File: src/rtl/bus_debug_master.sv
// bus_debug_master: byte-framed command parser that issues one 32-bit access
// on the simple memory bus per command and streams the result back.
// Frame: opcode (0x57 write / 0x52 read), 4 address bytes MSB first,
// then for writes 4 data bytes MSB first.
module bus_debug_master #(
  parameter int BUS_TIMEOUT  = 1024,
  parameter int BYTE_TIMEOUT = 800000
) (
  input  logic        clk,
  input  logic        resetn,
  input  logic [7:0]  rx_data,
  input  logic        rx_valid,
  output logic [7:0]  tx_data,
  output logic        tx_valid,
  input  logic        tx_ready,
  output logic        mem_valid_o,
  output logic [31:0] mem_addr_o,
  output logic [31:0] mem_wdata_o,
  output logic [3:0]  mem_wstrb_o,
  input  logic        mem_ready_i,
  input  logic [31:0] mem_rdata_i,
  output logic        busy,
  output logic        rx_dropped
);

  localparam int BUS_CW  = (BUS_TIMEOUT  > 2) ? $clog2(BUS_TIMEOUT)  : 1;
  localparam int BYTE_CW = (BYTE_TIMEOUT > 2) ? $clog2(BYTE_TIMEOUT) : 1;
  localparam logic [BUS_CW-1:0]  BUS_LAST  = BUS_CW'(BUS_TIMEOUT - 1);
  localparam logic [BYTE_CW-1:0] BYTE_LAST = BYTE_CW'(BYTE_TIMEOUT - 1);

  localparam logic [7:0] OP_WRITE = 8'h57;
  localparam logic [7:0] OP_READ  = 8'h52;
  localparam logic [7:0] RSP_ACK  = 8'h06;
  localparam logic [7:0] RSP_NAK  = 8'h15;

  typedef enum logic [2:0] {
    ST_IDLE = 3'd0,
    ST_ADDR = 3'd1,
    ST_DATA = 3'd2,
    ST_BUS  = 3'd3,
    ST_RESP = 3'd4
  } state_t;

  state_t               state_r;
  state_t               state_s;
  logic                 is_write_r;
  logic [1:0]           byte_idx_r;
  logic [BYTE_CW-1:0]   byte_cnt_r;
  logic [BUS_CW-1:0]    bus_cnt_r;
  logic [31:0]          rdata_r;     // remaining read bytes, next one in [31:24]
  logic [1:0]           tx_rem_r;    // bytes still to send after the current one

  logic opcode_ok_s;
  logic last_byte_s;
  logic byte_to_s;
  logic bus_done_s;
  logic bus_nak_s;
  logic tx_hs_s;
  logic tx_last_s;

  assign opcode_ok_s = (rx_data == OP_WRITE) || (rx_data == OP_READ);
  assign last_byte_s = (byte_idx_r == 2'd3);
  assign byte_to_s   = !rx_valid && (byte_cnt_r == BYTE_LAST);
  assign bus_done_s  = mem_valid_o && mem_ready_i;
  // ready on the final count wins over the timeout
  assign bus_nak_s   = mem_valid_o && !mem_ready_i && (bus_cnt_r == BUS_LAST);
  assign tx_hs_s     = tx_valid && tx_ready;
  assign tx_last_s   = (tx_rem_r == 2'd0);

  // Next-state decode for the frame / bus / response sequence.
  always_comb begin
    state_s = state_r;
    case (state_r)
      ST_IDLE: begin
        if (rx_valid && opcode_ok_s) state_s = ST_ADDR;
        else                         state_s = ST_IDLE;
      end
      ST_ADDR: begin
        if (rx_valid) begin
          if (last_byte_s) state_s = is_write_r ? ST_DATA : ST_BUS;
          else             state_s = ST_ADDR;
        end else if (byte_to_s) begin
          state_s = ST_IDLE;
        end else begin
          state_s = ST_ADDR;
        end
      end
      ST_DATA: begin
        if (rx_valid) begin
          if (last_byte_s) state_s = ST_BUS;
          else             state_s = ST_DATA;
        end else if (byte_to_s) begin
          state_s = ST_IDLE;
        end else begin
          state_s = ST_DATA;
        end
      end
      ST_BUS: begin
        if (bus_done_s || bus_nak_s) state_s = ST_RESP;
        else                         state_s = ST_BUS;
      end
      ST_RESP: begin
        if (tx_hs_s && tx_last_s) state_s = ST_IDLE;
        else                      state_s = ST_RESP;
      end
      default: state_s = ST_IDLE;
    endcase
  end

  // State register, frame capture, bus request and response byte sequencing.
  always_ff @(posedge clk or negedge resetn) begin
    if (!resetn) begin
      state_r     <= ST_IDLE;
      is_write_r  <= 1'b0;
      byte_idx_r  <= 2'd0;
      byte_cnt_r  <= '0;
      bus_cnt_r   <= '0;
      rdata_r     <= 32'h0;
      tx_rem_r    <= 2'd0;
      tx_data     <= 8'h00;
      tx_valid    <= 1'b0;
      mem_valid_o <= 1'b0;
      mem_addr_o  <= 32'h0;
      mem_wdata_o <= 32'h0;
      mem_wstrb_o <= 4'h0;
      busy        <= 1'b0;
      rx_dropped  <= 1'b0;
    end else begin
      state_r <= state_s;
      busy    <= (state_s != ST_IDLE);
      if (rx_valid && ((state_r == ST_BUS) || (state_r == ST_RESP))) begin
        rx_dropped <= 1'b1;
      end
      case (state_r)
        ST_IDLE: begin
          if (rx_valid && opcode_ok_s) begin
            is_write_r <= (rx_data == OP_WRITE);
            byte_idx_r <= 2'd0;
            byte_cnt_r <= '0;
          end
        end
        ST_ADDR: begin
          if (rx_valid) begin
            mem_addr_o <= {mem_addr_o[23:0], rx_data};
            byte_idx_r <= byte_idx_r + 2'd1;
            byte_cnt_r <= '0;
            if (last_byte_s && !is_write_r) begin
              mem_valid_o <= 1'b1;
              mem_wstrb_o <= 4'h0;
              bus_cnt_r   <= '0;
            end
          end else begin
            byte_cnt_r <= byte_cnt_r + BYTE_CW'(1'b1);
          end
        end
        ST_DATA: begin
          if (rx_valid) begin
            mem_wdata_o <= {mem_wdata_o[23:0], rx_data};
            byte_idx_r  <= byte_idx_r + 2'd1;
            byte_cnt_r  <= '0;
            if (last_byte_s) begin
              mem_valid_o <= 1'b1;
              mem_wstrb_o <= 4'hF;
              bus_cnt_r   <= '0;
            end
          end else begin
            byte_cnt_r <= byte_cnt_r + BYTE_CW'(1'b1);
          end
        end
        ST_BUS: begin
          if (bus_done_s) begin
            mem_valid_o <= 1'b0;
            tx_valid    <= 1'b1;
            rdata_r     <= {mem_rdata_i[23:0], 8'h00};
            if (is_write_r) begin
              tx_data  <= RSP_ACK;
              tx_rem_r <= 2'd0;
            end else begin
              tx_data  <= mem_rdata_i[31:24];
              tx_rem_r <= 2'd3;
            end
          end else if (bus_nak_s) begin
            mem_valid_o <= 1'b0;
            tx_valid    <= 1'b1;
            tx_data     <= RSP_NAK;
            tx_rem_r    <= 2'd0;
          end else begin
            bus_cnt_r <= bus_cnt_r + BUS_CW'(1'b1);
          end
        end
        ST_RESP: begin
          if (tx_hs_s) begin
            if (tx_last_s) begin
              tx_valid <= 1'b0;
              tx_data  <= 8'h00;
            end else begin
              tx_data  <= rdata_r[31:24];
              rdata_r  <= {rdata_r[23:0], 8'h00};
              tx_rem_r <= tx_rem_r - 2'd1;
            end
          end
        end
        default: begin
          mem_valid_o <= 1'b0;
          tx_valid    <= 1'b0;
        end
      endcase
    end
  end

endmodule

File: config.mk
export PLATFORM = sky130hd
export DESIGN_NAME = bus_debug_master
export DESIGN_NICKNAME = d
export VERILOG_FILES = /design/src/rtl/bus_debug_master.sv
export SDC_FILE = /design/constraint.sdc
export NUM_CORES = 1
export LEC_CHECK = 0
export CAP_MARGIN = 20
export CORE_UTILIZATION = 56
export CTS_CLUSTER_SIZE = 20
export DETAILED_ROUTE_END_ITERATION = 7
export PLACE_DENSITY = 0.86
export SYNTH_ARGS = -nofsm -noshare
export SYNTH_HDL_FRONTEND = slang
export SYNTH_SLANG_ARGS = --single-unit
File: constraint.sdc
create_clock -name clk -period 5.42 [get_ports clk]
set_input_delay 0.542 -clock clk [delete_from_list [all_inputs] [get_ports clk]]
set_output_delay 0.542 -clock clk [all_outputs]
set_load 0.05 [all_outputs]
==> impl_metrics.tcl <==
set metrics [dict create \
    io_pins 125 \
    grt_pass1_wl_mm 25.4 \
    critPathMaxFanout 30 \
    cts_hold_buf 0 \
    period_needed_ns 2.79 \
    drive_gt1_share_pct 15.9 \
    clock_latency_ns 0.55 \
    synth_common_cells "139 x dfrtp_1, 91 x nand2_1, 68 x mux2_2" \
    p_int_uw 1870 \
    async_flop_share_pct 100 \
    use_met2_pct 45.8 \
    grt_pass1_vias 5187 \
    hpwlAfterDp_mm 10.2 \
    yosysTopAreaCellShare_pct 55.4 \
    fin_ws_ns 2.63 \
    die_y_um 108 \
    grt_max_degree 93 \
    use_met1_pct 35.2 \
    wl_per_cell_um 18.2 \
    clockBufferDepth 2 \
    crit_arrival_ns 3.25 \
    yosysMostFrequentCell "dfrtp_1" \
    finish.instance_area_um2 8280 \
    grt_overflow 0 \
    core.rowCount 38 \
    postCtsResizedCells 0 \
    finalSetupViolations 0 \
    synth-seq-area-share_pct 55.4 \
    max_freq_mhz 358 \
    ys_seq_elements 139 \
    ir_worst_vdd_v 0.000353 \
    grt_antenna_before_repair 0 \
    switching_share_pct 21.4 \
    slew_viol_final 0 \
    cts_tree "yes" \
    coreArea_um2 10900 \
    place_congestion 0.825 \
    ys_types 53 \
    startpoint "state_r[2]" \
    cp-start-kind "flop" \
    power_leakage_uw 0.00361 \
    p_clk_share_pct 53.7 \
    die_w_um 108 \
    place_area_um2 7630 \
    cts_setup_buffers 0 \
    rr_startpoint "state_r[2]" \
    slew-limit-headroom_pct 35.5 \
    dieArea_um2 11600 \
    avgViaCountPerCell 6.03 \
    synth_top_area_cell "dfrtp_1" \
    path_cells "or3b_2, o32ai_4, buf_8, nor2_1, a31oi_1" \
    cap_viol_max_count 0 \
    num_vias 5170 \
    start_util_pct 57.7 \
    synth_area_leaders "dfrtp_1 55%, mux2_2 12%, nand2_1 5.4%" \
    synth_ff_type "dfrtp_1" \
    post-route-drc-count 0 \
    htree_levels 4 \
    reg2reg_depth 5 \
    wirelength_mm 15.6 \
    io_buffers 124 \
    area_delta_synth_final_pct 31.8 \
    crit_type "flop to flop" \
    synth_area_um2 6280 \
    end_kind "flop" \
    power_switching_uw 509 \
    place_ws_ns 2.28 \
    rsz0062_at_grt "no" \
    combPwrFrac_pct 2.6 \
    fin_crit_sh_pct 51.5 \
    synth_edf_count 0 \
    setup_tns_ns 0 \
    p_per_area_nw_per_um2 288 \
    r2r-end "rdata_r[18]" \
    drt_first_pass_iters 4 \
    ys_warn_count 0 \
    nets 754 \
    met3_usage_pct 10.5 \
    cts.sinks 139 \
    drt_iter0_drc 345 \
    worst_slew_pin_slew_ns 0.968 \
    grt_usage_pct 28.7 \
    cts_root_buf "clkbuf_8" \
    dpl.cell_count 826 \
    critPathCapture "rdata_r[18]" \
    numCtsBuffers 17 \
    clk_pin_slew_worst_paths_ns 0.06 \
    r2r_setup_slack_ns 2.63 \
    run_status "finished, final reports clean" \
    p_seq_share_pct 43.6 \
    final_cells 858 \
    hold_viol_final 0 \
    top_usage_layer "met2" \
    num_antenna_cells 0 \
    ant_nets 0 \
    min-delay-path-class "input pin to asynchronous set/reset pin" \
    cp.required_ns 5.88 \
    syn_inst 592 \
    slowest_delay_ns 0.78 \
    avgSynthCellArea_um2 10.6 \
    crit_slowest_cell "or3b_2" \
    synth_nets 641 \
    skew_ns 0.00660 \
]
through the flow:
step / hold slack, ns / util (%) / total power, uW
after detailed placement: 0.460 / 70.1 / 1120
after global routing: 0.125 / 76.1 / 2440
after floorplan: 0.246 / - / 1060
final: 0.0627 / 76.1 / 2380
after CTS: 0.0955 / 76.1 / 2400
after global placement: 0.449 / 70.0 / 1120
cells in the final DEF (no fill, tap or decap), types with 3 or more instances in the layout:
cell type and count:
o31ai_1 7, and4_1 3, o21ai_0 33, nand3_1 23, nor2_1 48, a21oi_1 25
nand2_1 91, nand3b_1 4, inv_1 5, clkdlybuf4s50_1 123, mux2_2 68, inv_6 6
nand2b_1 7, buf_4 3, clkbuf_16 16, a31oi_1 22, bufinv_16 5, ha_1 4
a22oi_1 4, and2_1 4, nor3_1 9, or3_1 4, nand4b_1 3, mux2i_1 3
nand4_1 8, nor4_1 3, xnor2_1 3, dfrtp_1 139, or4_1 6
kinds of logic after synthesis:
family	count (synthesis)	share of synthesized area (%)
fa+ha+maj	4	0.797
simple gates	227	17.6
buf+inv	39	2.71
flops	139	55.4
xor+xnor	5	0.697
mux	71	12.7
compound gates	107	10.2
worst min-delay path by stage:
stage	slack, ns	to	cells after the start	start
finish	0.06	byte_cnt_r[18]	1	resetn
global route	0.13	tx_data[2]	1	resetn
CTS	0.1	rdata_r[28]	1	resetn
detailed placement	0.46	rdata_r[12]	2	rdata_r[12]
global placement	0.45	rx_dropped	1	rx_dropped
floorplan	0.25	bus_cnt_r[0]	0	resetn
layout make-up:
| class | count | area (um2) |
|---|---|---|
| clock buffers | 17 | 414 |
| clock inverters | 15 | 233 |
| fillers | 661 | 2610 |
| inverters | 5 | 18.8 |
| multi-input cells | 414 | 2680 |
| flip-flops and latches | 139 | 3480 |
| well taps | 140 | 175 |
| repair buffers | 128 | 1280 |
power groups by stage:
stage | Combinational (uW) | Clock, uW | Sequential (uW)
5_1_grt | 69.8 | 1340 | 1040
3_5_place_dp | 63.9 | 0 | 1060
3_3_place_gp | 63.4 | 0 | 1060
4_1_cts | 64.6 | 1300 | 1040
6_report | 63.0 | 1280 | 1040
2_1_floorplan | 5.95 | 0 | 1060
metal layers:
metal	routed length, um	vias up
met5	0	-
met4	460	0
met3	1190	47
met2	7690	207
met1	6270	2571
li1	-	2345
critical path: cells and delay by family (launching register included):
family / cells / cell delay [ns]
flip-flops: 1 / 0.68
buffers and inverters: 1 / 0.25
AND/OR/NAND/NOR: 2 / 0.83
AO/OA/AOI/OAI: 2 / 0.93
flip-flops by register name (all words and copies together) (netlist names), 2 cells and up:
signal,flops
tx_data,8
byte_cnt_r,20
tx_rem_r,2
bus_cnt_r,10
rdata_r,24
mem_wdata_o,32
state_r,3
byte_idx_r,2
mem_addr_o,32
Note: power is estimated with default switching activity, not from simulation.
